--- src/rtl/ps2_kbd_event_rx.sv ---
// ============================================================================
// Module      : ps2_kbd_event_rx
// Description : PS/2 keyboard receiver: filtered clock, 11-bit frame check,
//               E0/F0 prefix decoding into {ext, rel, code} events, and an
//               event FIFO with a valid/ready pop handshake.
//               Optional macro PS2_TYPEMATIC_FILTER_EN suppresses typematic
//               repeats of the currently held key.
// Revision    : 1.0  initial release
// ============================================================================
`timescale 1ns/1ps
`default_nettype none

module ps2_kbd_event_rx #(
  parameter int DEPTH       = 8,
  parameter int FILT_LEN    = 4,
  parameter int TIMEOUT_CYC = 50000,
  parameter int CW          = 8
) (
  input  logic                     clk,
  input  logic                     rst,
  input  logic                     ps2_clk,
  input  logic                     ps2_data,
  output logic                     ev_valid,
  input  logic                     ev_ready,
  output logic [7:0]               ev_code,
  output logic                     ev_ext,
  output logic                     ev_rel,
  output logic [$clog2(DEPTH):0]   level,
  output logic                     overflow,
  output logic [CW-1:0]            err_cnt,
  output logic                     byte_stb
);

  localparam int c_AW = $clog2(DEPTH);
  localparam int c_LW = c_AW + 1;
  localparam int c_FW = $clog2(FILT_LEN) + 1;
  localparam logic [c_FW-1:0] c_FMAX    = c_FW'(FILT_LEN - 1);
  localparam logic [c_LW-1:0] c_FULL    = c_LW'(DEPTH);
  localparam logic [31:0]     c_TO_LAST = 32'(TIMEOUT_CYC - 1);

  typedef enum logic [1:0] {
    S_IDLE  = 2'd0,
    S_SHIFT = 2'd1,
    S_CHECK = 2'd2
  } state_t;

  logic            r_clk_s1, r_clk_s2, r_dat_s1, r_dat_s2;
  logic            r_filt;
  logic [c_FW-1:0] r_fcnt;
  logic            w_fall;

  state_t          r_state, w_state_nxt;
  logic [3:0]      r_bitcnt;
  logic [9:0]      r_sh;
  logic [31:0]     r_idle;
  logic            w_frame_ok, w_frame_bad, w_timeout;

  logic [7:0]      w_byte;
  logic            w_is_key, w_dec_err, w_suppress;
  logic            r_ext_f, r_rel_f, r_push;
  logic [9:0]      r_push_ev;

  logic [9:0]      r_mem [DEPTH];
  logic [c_AW-1:0] r_wp, r_rp;
  logic [c_LW-1:0] r_level;
  logic            r_ovf;
  logic [CW-1:0]   r_err;
  logic            w_pop, w_full, w_wr, w_err_inc;

  // Synchronisers and clock glitch filter; the filtered level moves only after
  // FILT_LEN consecutive samples that disagree with it.
  always_ff @(posedge clk) begin
    if (rst) begin
      r_clk_s1 <= 1'b1;
      r_clk_s2 <= 1'b1;
      r_dat_s1 <= 1'b1;
      r_dat_s2 <= 1'b1;
      r_filt   <= 1'b1;
      r_fcnt   <= '0;
    end else begin
      r_clk_s1 <= ps2_clk;
      r_clk_s2 <= r_clk_s1;
      r_dat_s1 <= ps2_data;
      r_dat_s2 <= r_dat_s1;
      if (r_clk_s2 == r_filt) begin
        r_fcnt <= '0;
      end else if (r_fcnt == c_FMAX) begin
        r_filt <= r_clk_s2;
        r_fcnt <= '0;
      end else begin
        r_fcnt <= r_fcnt + 1'b1;
      end
    end
  end

  assign w_fall = r_filt & ~r_clk_s2 & (r_fcnt == c_FMAX);

  always_comb begin
    w_state_nxt = r_state;
    w_frame_ok  = 1'b0;
    w_frame_bad = 1'b0;
    w_timeout   = 1'b0;
    case (r_state)
      S_IDLE: begin
        if (w_fall && !r_dat_s2) w_state_nxt = S_SHIFT;
      end
      S_SHIFT: begin
        if (w_fall) begin
          if (r_bitcnt == 4'd10) w_state_nxt = S_CHECK;
        end else if (r_idle == c_TO_LAST) begin
          w_timeout   = 1'b1;
          w_state_nxt = S_IDLE;
        end
      end
      S_CHECK: begin
        w_frame_ok  = r_sh[9] & (^r_sh[8:0]);
        w_frame_bad = ~w_frame_ok;
        w_state_nxt = S_IDLE;
      end
      default: w_state_nxt = S_IDLE;
    endcase
  end

  // r_sh fills from the top so that after bit 10: [7:0]=data, [8]=parity, [9]=stop.
  always_ff @(posedge clk) begin
    if (rst) begin
      r_state  <= S_IDLE;
      r_bitcnt <= '0;
      r_sh     <= '0;
      r_idle   <= '0;
    end else begin
      r_state <= w_state_nxt;
      if (r_state == S_SHIFT && w_state_nxt == S_SHIFT) begin
        if (w_fall) begin
          r_sh     <= {r_dat_s2, r_sh[9:1]};
          r_bitcnt <= r_bitcnt + 4'd1;
          r_idle   <= '0;
        end else begin
          r_idle <= r_idle + 32'd1;
        end
      end else if (r_state == S_SHIFT && w_state_nxt == S_CHECK) begin
        r_sh <= {r_dat_s2, r_sh[9:1]};
      end else begin
        r_bitcnt <= 4'd1;
        r_idle   <= '0;
      end
    end
  end

  assign byte_stb  = w_frame_ok;
  assign w_byte    = r_sh[7:0];
  assign w_dec_err = w_frame_ok & ((w_byte == 8'h00) | (w_byte == 8'hFF));
  assign w_is_key  = w_frame_ok & (w_byte != 8'h00) & (w_byte != 8'hFF)
                   & (w_byte != 8'hE0) & (w_byte != 8'hF0);

`ifdef PS2_TYPEMATIC_FILTER_EN
  logic       r_held, r_held_ext;
  logic [7:0] r_held_code;
  logic       w_held_match;

  assign w_held_match = r_held & (r_held_ext == r_ext_f) & (r_held_code == w_byte);
  assign w_suppress   = ~r_rel_f & w_held_match;

  always_ff @(posedge clk) begin
    if (rst) begin
      r_held      <= 1'b0;
      r_held_ext  <= 1'b0;
      r_held_code <= '0;
    end else if (w_is_key) begin
      if (!r_rel_f && !w_suppress) begin
        r_held      <= 1'b1;
        r_held_ext  <= r_ext_f;
        r_held_code <= w_byte;
      end else if (r_rel_f && w_held_match) begin
        r_held <= 1'b0;
      end
    end
  end
`else
  assign w_suppress = 1'b0;
`endif

  always_ff @(posedge clk) begin
    if (rst) begin
      r_ext_f   <= 1'b0;
      r_rel_f   <= 1'b0;
      r_push    <= 1'b0;
      r_push_ev <= '0;
    end else begin
      r_push <= 1'b0;
      if (w_frame_ok) begin
        if (w_byte == 8'hE0) begin
          r_ext_f <= 1'b1;
        end else if (w_byte == 8'hF0) begin
          r_rel_f <= 1'b1;
        end else begin
          r_ext_f <= 1'b0;
          r_rel_f <= 1'b0;
          if (w_is_key && !w_suppress) begin
            r_push    <= 1'b1;
            r_push_ev <= {r_ext_f, r_rel_f, w_byte};
          end
        end
      end
    end
  end

  assign w_err_inc = w_frame_bad | w_timeout | w_dec_err;

  always_ff @(posedge clk) begin
    if (rst) begin
      r_err <= '0;
    end else if (w_err_inc && (r_err != '1)) begin
      r_err <= r_err + 1'b1;
    end
  end

  // A full FIFO still accepts a push when the head is popped in the same cycle.
  assign ev_valid = (r_level != '0);
  assign w_pop    = ev_valid & ev_ready;
  assign w_full   = (r_level == c_FULL);
  assign w_wr     = r_push & (~w_full | w_pop);

  always_ff @(posedge clk) begin
    if (w_wr) r_mem[r_wp] <= r_push_ev;
  end

  always_ff @(posedge clk) begin
    if (rst) begin
      r_wp    <= '0;
      r_rp    <= '0;
      r_level <= '0;
      r_ovf   <= 1'b0;
    end else begin
      if (w_wr)  r_wp <= r_wp + 1'b1;
      if (w_pop) r_rp <= r_rp + 1'b1;
      if (w_wr && !w_pop)      r_level <= r_level + 1'b1;
      else if (!w_wr && w_pop) r_level <= r_level - 1'b1;
      if (r_push && w_full && !w_pop) r_ovf <= 1'b1;
    end
  end

  assign {ev_ext, ev_rel, ev_code} = ev_valid ? r_mem[r_rp] : 10'd0;
  assign level    = r_level;
  assign overflow = r_ovf;
  assign err_cnt  = r_err;

endmodule

`default_nettype wire

--- config.mk ---
export PLATFORM = sky130hd
export DESIGN_NAME = ps2_kbd_event_rx
export DESIGN_NICKNAME = d
export VERILOG_FILES = /design/src/rtl/ps2_kbd_event_rx.sv
export SDC_FILE = /design/constraint.sdc
export NUM_CORES = 1
export LEC_CHECK = 0
export ABC_AREA = 1
export CORE_UTILIZATION = 55
export CTS_BUF_LIST = sky130_fd_sc_hd__clkbuf_2
export DETAILED_ROUTE_END_ITERATION = 10
export PLACE_DENSITY = 0.82
export SYNTH_ARGS = -nofsm -noshare
export SYNTH_HDL_FRONTEND = slang
export SYNTH_SLANG_ARGS = --single-unit
--- constraint.sdc ---
create_clock -name clk -period 2.6 [get_ports clk]
set_input_delay 0.26 -clock clk [delete_from_list [all_inputs] [get_ports clk]]
set_output_delay 0.26 -clock clk [all_outputs]
set_load 0.03 [all_outputs]
# [After elaboration in Yosys (flattened, before gate mapping)]
# Memory sizes are Yosys's and may differ from the RTL's. A register that Yosys moved wholly into a read port is not among the register bits.
# Index checks and enable logic that the tools add are counted.
# W data, S select, Z words.
[word_totals] ff_bits=88 latch_bits=0 memories=1 romBits=0 output_inout_bits=25 in_bits=5 ramBits=80
[classes] mux=30 n_eq_ne=19 div_mod_pow=0 n_addsub=8 magnitude_cmp=0 bitwise_logic=21 n_mul=0 shift=0 reduce_logical=26
[memory_table] name="r_mem" depth=8 word_bits=10 read_ports=1 rd_ports_with_merged_regs=1 wr=1 line_no="63" rtl="logic [9:0] r_mem [DEPTH];"
[ops] cell="$mux W32" n=3
[ops] cell="$mux W10" n=4
[ops] cell="$add A32 B1 Y32 const B" n=1
[ops] cell="$eq A32 B16 Y1 const B" n=1
[ops] cell="$ne A8 B8 Y1 const B" n=4
[ops] cell="$eq A8 B8 Y1 const B" n=3
[ops] cell="$mux W4" n=5
[ops] cell="$mux W1" n=11
[ops] cell="$and A1 B1 Y1" n=10
[ops] cell="$reduce_and A2 Y1" n=5
[ops] cell="$add A3 B1 Y3 const B" n=3
[ops] cell="$reduce_xor A9 Y1" n=1
[ops] cell="$add A4 B1 Y4 const B" n=2
[ops] cell="$add A8 B1 Y8 const B" n=1
[ops] cell="$eq A4 B4 Y1 const B" n=2
[ops] cell="$logic_and A1 B1 Y1" n=8
[ops] cell="$logic_not A8 Y1" n=1
[ops] cell="$mux W2" n=4
[ops] cell="$reduce_bool A8 Y1" n=1
[ops] cell="$not A1 Y1" n=7
[ops] cell="$mux W3" n=2
[ops] cell="$ne A2 B2 Y1 const B" n=3
[ops] cell="$eq A2 B1 Y1 const B" n=2
[ops] cell="$eq A2 B2 Y1 const B" n=2
[ops] cell="other kinds (12)" n=18

# [Depth between registers and ports, before layout]
[logic_depth] ltp_word=10 depth_mapped=16 ltp_nobuf=16

# [Least setup slack after synthesis]
# No wires, ideal clock.
[synth_path] path_type="reg2reg" from="register r_level[0] (netlist: level[0])" to="register r_level[3] (netlist: level[3])" slack_ps=208 period_less_slack_ps=2392 path_stages_with_launch=17 t_arrival_ps=2273 cell_sequence="dfxtp_1 nor2_1 nand2_1 nor2_1 nor2_1 inv_1 ha_1 inv_1 ha_1 nand2_1 nand2_1 a21oi_1 nor2_1 nor2_1 nand2_1 o21ai_0 a21oi_1"
[synth_via] elab_chain_cells=7
[synth_rtl] item="start, declared" line_no="65" rtl="logic [c_LW-1:0] r_level;"
[synth_rtl] item="start signal, assigned" line_no="237" rtl="if (w_wr && !w_pop) r_level <= r_level + 1'b1;"
[synth_rtl] item="start signal, assigned" line_no="238" rtl="else if (!w_wr && w_pop) r_level <= r_level - 1'b1;"
[synth_rtl] item="$reduce_bool A4 Y1 or $eq A4 B4 Y1 (tied branches)" line_no="219, 221"
[synth_rtl] item="$and A1 B1 Y1 or $not A1 Y1 (tied branches)" line_no="220, 222"
[synth_rtl] item="$or A1 B1 Y1" line_no="222" rtl="assign w_wr = r_push & (~w_full | w_pop);"
[synth_rtl] item="$and A1 B1 Y1" line_no="222"
[synth_rtl] item="$logic_not A1 Y1" line_no="238"
[synth_rtl] item="$logic_and A1 B1 Y1" line_no="238"
[synth_rtl] item="$reduce_bool A2 Y1 (no line)"
# Parallel ways exist; a longest one is shown, timed or not. The select of a mux whose other input is x is not followed.
# A chain may end at the register's enable or synchronous reset.

# [Worst setup path after layout]
[layout_path] from="register r_sh[6]" to="output byte_stb"
[layout_via] elab_chain_cells=3
[layout_rtl] item="start, declared" line_no="54" rtl="logic [9:0] r_sh;"
[layout_rtl] item="start signal, assigned" line_no="135" rtl="r_sh <= {r_dat_s2, r_sh[9:1]};"
[layout_rtl] item="start signal, assigned" line_no="142" rtl="r_sh <= {r_dat_s2, r_sh[9:1]};"
[layout_rtl] item="$reduce_xor A9 Y1" line_no="116" rtl="w_frame_ok = r_sh[9] & (^r_sh[8:0]);"
[layout_rtl] item="$and A1 B1 Y1" line_no="116"
[layout_rtl] item="$mux W1" line_no="103" rtl="case (r_state)"
[layout_rtl] item="end, declared" line_no="31" rtl="output logic byte_stb"
# Every way passes these cells.

==> results_tabular.tex <==
\begin{tabular}{lr}
\hline
Metric & Value \\
\hline
\multicolumn{2}{l}{\textbf{Timing}} \\
\quad Upper clock frequency limit & about 390 MHz \\
\quad Clock period minus worst slack & roughly 2600 ps \\
\quad TNS Setup & 0 ps \\
\quad Unrepaired setup endpoints after global routing & true \\
\quad Worst slew margin & 0.6839 \\
\quad Part of the cycle the worst path needs & 0.9863 \\
\quad Worst Clk Skew & 25.21 ps \\
\quad Number of pins with negative max-slew slack in the final report & 0 \\
\quad Final count of hold timing violations & 0 \\
\quad Worst Max-Slew Pin Slew & 474.2 ps \\
\quad Final setup violation count & 0 \\
\multicolumn{2}{l}{\textbf{Drt}} \\
\quad Total Routed Length & roughly 16000 um \\
\quad First-pass DRT Iterations & 5 \\
\quad Detailed-route wire length per cell & $\sim$14 um \\
\quad Final antenna-violating net count & 0 \\
\quad Total via count in the routed design & 6093 \\
\quad Initial DRC Count & 476 \\
\quad Post-route DRC violation count & 0 \\
\quad Vias/cell & 5.411 \\
\multicolumn{2}{l}{\textbf{Power and ir drop}} \\
\quad Power per standard cell area & 721.8 mW/mm2 \\
\quad Peak supply drop & roughly 350 uV \\
\quad Cell leakage power & around 0.0032 uW \\
\multicolumn{2}{l}{\textbf{Synthesis}} \\
\quad Synthesized-area fraction occupied by adder cells & 0.03665 \\
\quad Fraction of synthesized cell area in xor and xnor cells & 0.02611 \\
\quad Cell area after synthesis & a little under 0.008 mm2 \\
\quad Dominant combinational cell family by area after synthesis & simple AND/OR/NAND/NOR gates \\
\quad Count of unique library cells instantiated by Yosys & 40 \\
\quad Most frequently used flop master after synthesis & sky130\_fd\_sc\_hd\_\_dfxtp\_1 \\
\quad Net count after synthesis & 911 \\
\quad Area fraction in and, or, nand and nor cells after synthesis & 0.2039 \\
\quad Share of synthesized area occupied by flip-flops and latches & 0.5475 \\
\quad Commonest cells post-synth & 156 x sky130\_fd\_sc\_hd\_\_nor2\_1, 103 x sky130\_fd\_sc\_hd\_\_nand2\_1, 100 x sky130\_fd\_sc\_hd\_\_inv\_1 \\
\quad Yosys warning total & 0 \\
\quad Proportion of netlist area held by the largest area contributor & 0.3114 \\
\quad Cell with the most instances after synthesis & sky130\_fd\_sc\_hd\_\_nor2\_1 \\
\quad Area fraction in compound gates after synthesis & 0.1202 \\
\quad Portion of netlist area occupied by mux cells & 0 \\
\quad Flop and latch count out of synthesis & around 170 \\
\quad Count of flip-flops with a built-in enable after synthesis & 80 \\
\quad Post-synthesis cell type with the largest combined area & sky130\_fd\_sc\_hd\_\_edfxtp\_1 \\
\quad Fraction of registers with async set or reset after synthesis & 0 \\
\quad Biggest area contributors in the synthesized netlist & sky130\_fd\_sc\_hd\_\_edfxtp\_1 31\%, sky130\_fd\_sc\_hd\_\_dfxtp\_1 24\%, sky130\_fd\_sc\_hd\_\_nor2\_1 7.6\% \\
\quad Syn Inst Count & between 800 and 900 \\
\quad Average instance area after synthesis & between 8 and 9 um2 \\
\multicolumn{2}{l}{\textbf{Worst setup path}} \\
\quad Data arrival time of the critical path & 2300 ps \\
\quad Type of the worst setup path & reg2out \\
\quad CP endpoint & byte\_stb \\
\quad Destination of the worst register-to-register timing path & level[3] \\
\quad Setup slack, reg-to-reg & $\sim$300 ps \\
\quad Depth of the most critical reg-to-reg path & 16 \\
\quad Critical R2R Launch & level[0] \\
\quad Top fanout value on the critical path & 4 \\
\quad Sort of element at the start of the critical path & flop \\
\quad Required time of the worst setup path & 2340 ps \\
\quad Worst Setup End Kind & output port \\
\quad Setup crit start & r\_sh[6] \\
\multicolumn{2}{l}{\textbf{Layout}} \\
\quad End-of-flow core utilization & 0.6421 \\
\quad Net count, final & about 960 \\
\quad Fraction of layout instances using a drive strength above 1 & 0.1286 \\
\quad Fin area & $\sim$0.0086 mm2 \\
\quad Layout-stage area growth over the synthesis result & 11.97\% \\
\multicolumn{2}{l}{\textbf{Die}} \\
\quad Die Width & about 120 um \\
\quad Core area & around 0.013 mm2 \\
\quad DIE HEIGHT & roughly 120 um \\
\quad Number of rows in the core area & 42 \\
\quad I/O pin count & 30 \\
\quad DIE AREA & 0.01450 mm2 \\
\quad Starting utilization of the core area & 0.5735 \\
\multicolumn{2}{l}{\textbf{Place}} \\
\quad HPWL reported at the end of detailed placement & around 11000 um \\
\quad RePlAce Congestion & approximately 0.95 \\
\quad Port-buffer cells & 29 \\
\quad Cell Area, Placed & between 0.008 and 0.009 mm2 \\
\multicolumn{2}{l}{\textbf{CTS}} \\
\quad H-tree levels & 4 \\
\quad Clock root cell & sky130\_fd\_sc\_hd\_\_clkbuf\_2 \\
\quad Number of buffers on the longest clock path & 2 \\
\quad CTS tree & done \\
\quad Clock slew at the register clock pins of the worst setup and hold paths & between 200 and 250 ps \\
\quad Skew-Pair Late Insertion Delay & between 700 and 800 ps \\
\quad Number of clock sinks & approximately 170 \\
\quad Inserted Clock Buffers & 17 \\
\quad Hold-fix buffer count after cts & 0 \\
\multicolumn{2}{l}{\textbf{Global route}} \\
\quad Vias in the first global route & between 5000 and 6000 \\
\quad GR Overflow Total & 0 \\
\quad Pin count of the biggest net entering global routing & between 40 and 50 \\
\quad Number of antenna violations at the first check in global routing & 1 \\
\quad First-pass GRT wire length & 26400 um \\
\quad Aggregate global-route resource usage & 0.2311 \\
\multicolumn{2}{l}{\textbf{Min path}} \\
\quad Hold Crit Class & in2reg \\
\multicolumn{2}{l}{\textbf{Job}} \\
\quad Number of max-cap violations & 0 \\
\multicolumn{2}{l}{\textbf{Outcome}} \\
\quad Result of the run & finished, final reports clean \\
\hline
\end{tabular}
==> sequential cells by signal (all words and copies together) (netlist names), 4 cells and up, named ones only <==
name and count:
err_cnt 8, level 4, r_bitcnt 4, r_idle 32, r_mem 80, r_push_ev 10, r_sh 10
==> power breakdown <==
| part | internal, uW | leakage, uW | switching, uW |
|---|---|---|---|
| combinational | 740 | 0.00168 | 1360 |
| sequential | 2870 | 0.00139 | 80.4 |
| clock | 265 | 0.000116 | 923 |
| total | 3880 | 0.00318 | 2360 |
==> worst max-delay path, stage by stage (launching register included) <==
cell and delay, ps:
sky130_fd_sc_hd__dfxtp_2 400, sky130_fd_sc_hd__inv_1 60, sky130_fd_sc_hd__ha_1 360, sky130_fd_sc_hd__xor2_1 240
sky130_fd_sc_hd__nand3_2 110, sky130_fd_sc_hd__nand3_2 80, sky130_fd_sc_hd__inv_2 40, sky130_fd_sc_hd__nand2_1 90
sky130_fd_sc_hd__inv_2 50, sky130_fd_sc_hd__buf_6 130
==> cell usage in the layout (no fill, tap or decap), types with 3 or more instances in the layout <==
cell type / n
sky130_fd_sc_hd__inv_2: 8
sky130_fd_sc_hd__xnor2_1: 3
sky130_fd_sc_hd__inv_1: 95
sky130_fd_sc_hd__nand4_1: 14
sky130_fd_sc_hd__nand2_2: 5
sky130_fd_sc_hd__dfxtp_4: 4
sky130_fd_sc_hd__or2_2: 4
sky130_fd_sc_hd__nor2_2: 3
sky130_fd_sc_hd__clkbuf_2: 19
sky130_fd_sc_hd__nand3_2: 4
sky130_fd_sc_hd__a31oi_1: 11
sky130_fd_sc_hd__nor2_1: 155
sky130_fd_sc_hd__clkdlybuf4s50_1: 17
sky130_fd_sc_hd__nand2_1: 103
sky130_fd_sc_hd__dfxtp_1: 79
sky130_fd_sc_hd__dfxtp_2: 8
sky130_fd_sc_hd__inv_6: 4
sky130_fd_sc_hd__buf_2: 8
sky130_fd_sc_hd__xor2_1: 19
sky130_fd_sc_hd__edfxtp_1: 80
sky130_fd_sc_hd__ha_1: 19
sky130_fd_sc_hd__buf_4: 30
sky130_fd_sc_hd__clkinv_1: 3
sky130_fd_sc_hd__nor3_1: 13
sky130_fd_sc_hd__a21oi_1: 56
sky130_fd_sc_hd__nand3_1: 45
sky130_fd_sc_hd__o22ai_1: 12
sky130_fd_sc_hd__nor4_1: 3
sky130_fd_sc_hd__o21ai_0: 88
==> worst min path at each step <==
stage / start / endpoint / depth (start not counted)
after floorplan: ps2_clk / r_clk_s1 / 1
after global placement: r_dat_s1 / r_dat_s2 / 1
after detailed placement: r_clk_s1 / r_clk_s2 / 1
after CTS: ps2_data / r_dat_s1 / 2
after global routing: ps2_data / r_dat_s1 / 2
final: ps2_data / r_dat_s1 / 2
==> cell type report <==
class                      count  area [um2]
clock inverter                13       92.59
clock buffer                  19       95.09
fill                        1137        4815
multi-input combinational    580        3034
sequential                   171        4249
antenna                        1       2.502
tap                          176       220.2
inverter                     105       399.1
timing repair buffer          61       545.5
==> layer usage <==
metal	track usage	vias to the layer above	wire (um)
li1	-	3089	-
met1	0.3113	2807	7261
met2	0.3768	171	7800
met3	0.04009	26	933
met4	0.08102	0	241
met5	0	-	0
==> logic make-up (layout without fill, tap and decap cells) <==
group | count (synthesis) | in the layout
and+or+nand+nor | 360 | 360
AOI/OAI and AO/OA | 175 | 175
DFF | 171 | 171
buffers and inverters | 133 | 198
xor gates and xnor gates | 23 | 23
adders and majority gates | 22 | 22
other | 0 | 1
==> stage by stage <==
step                      setup slack, ps  hold slack, ps  cells  total power [uW]
after floorplan                     208.0           363.8    884              4270
after global placement              258.2           393.4   1085              5047
after detailed placement            205.7           398.0   1085              5081
after CTS                          0.1767           10.36   1117              6143
after global routing               -143.1           4.870   1126              6560
final                               35.54           63.44   1126              6235
==> timing repair <==
action | in CTS | in global routing
cloned | 0 | 2
resized for setup | 69 | 34
endpoints found under the setup margin | 12 | 11
buffers inserted | 0 | 6
No activity file was read; power rests on OpenSTA's default activity.
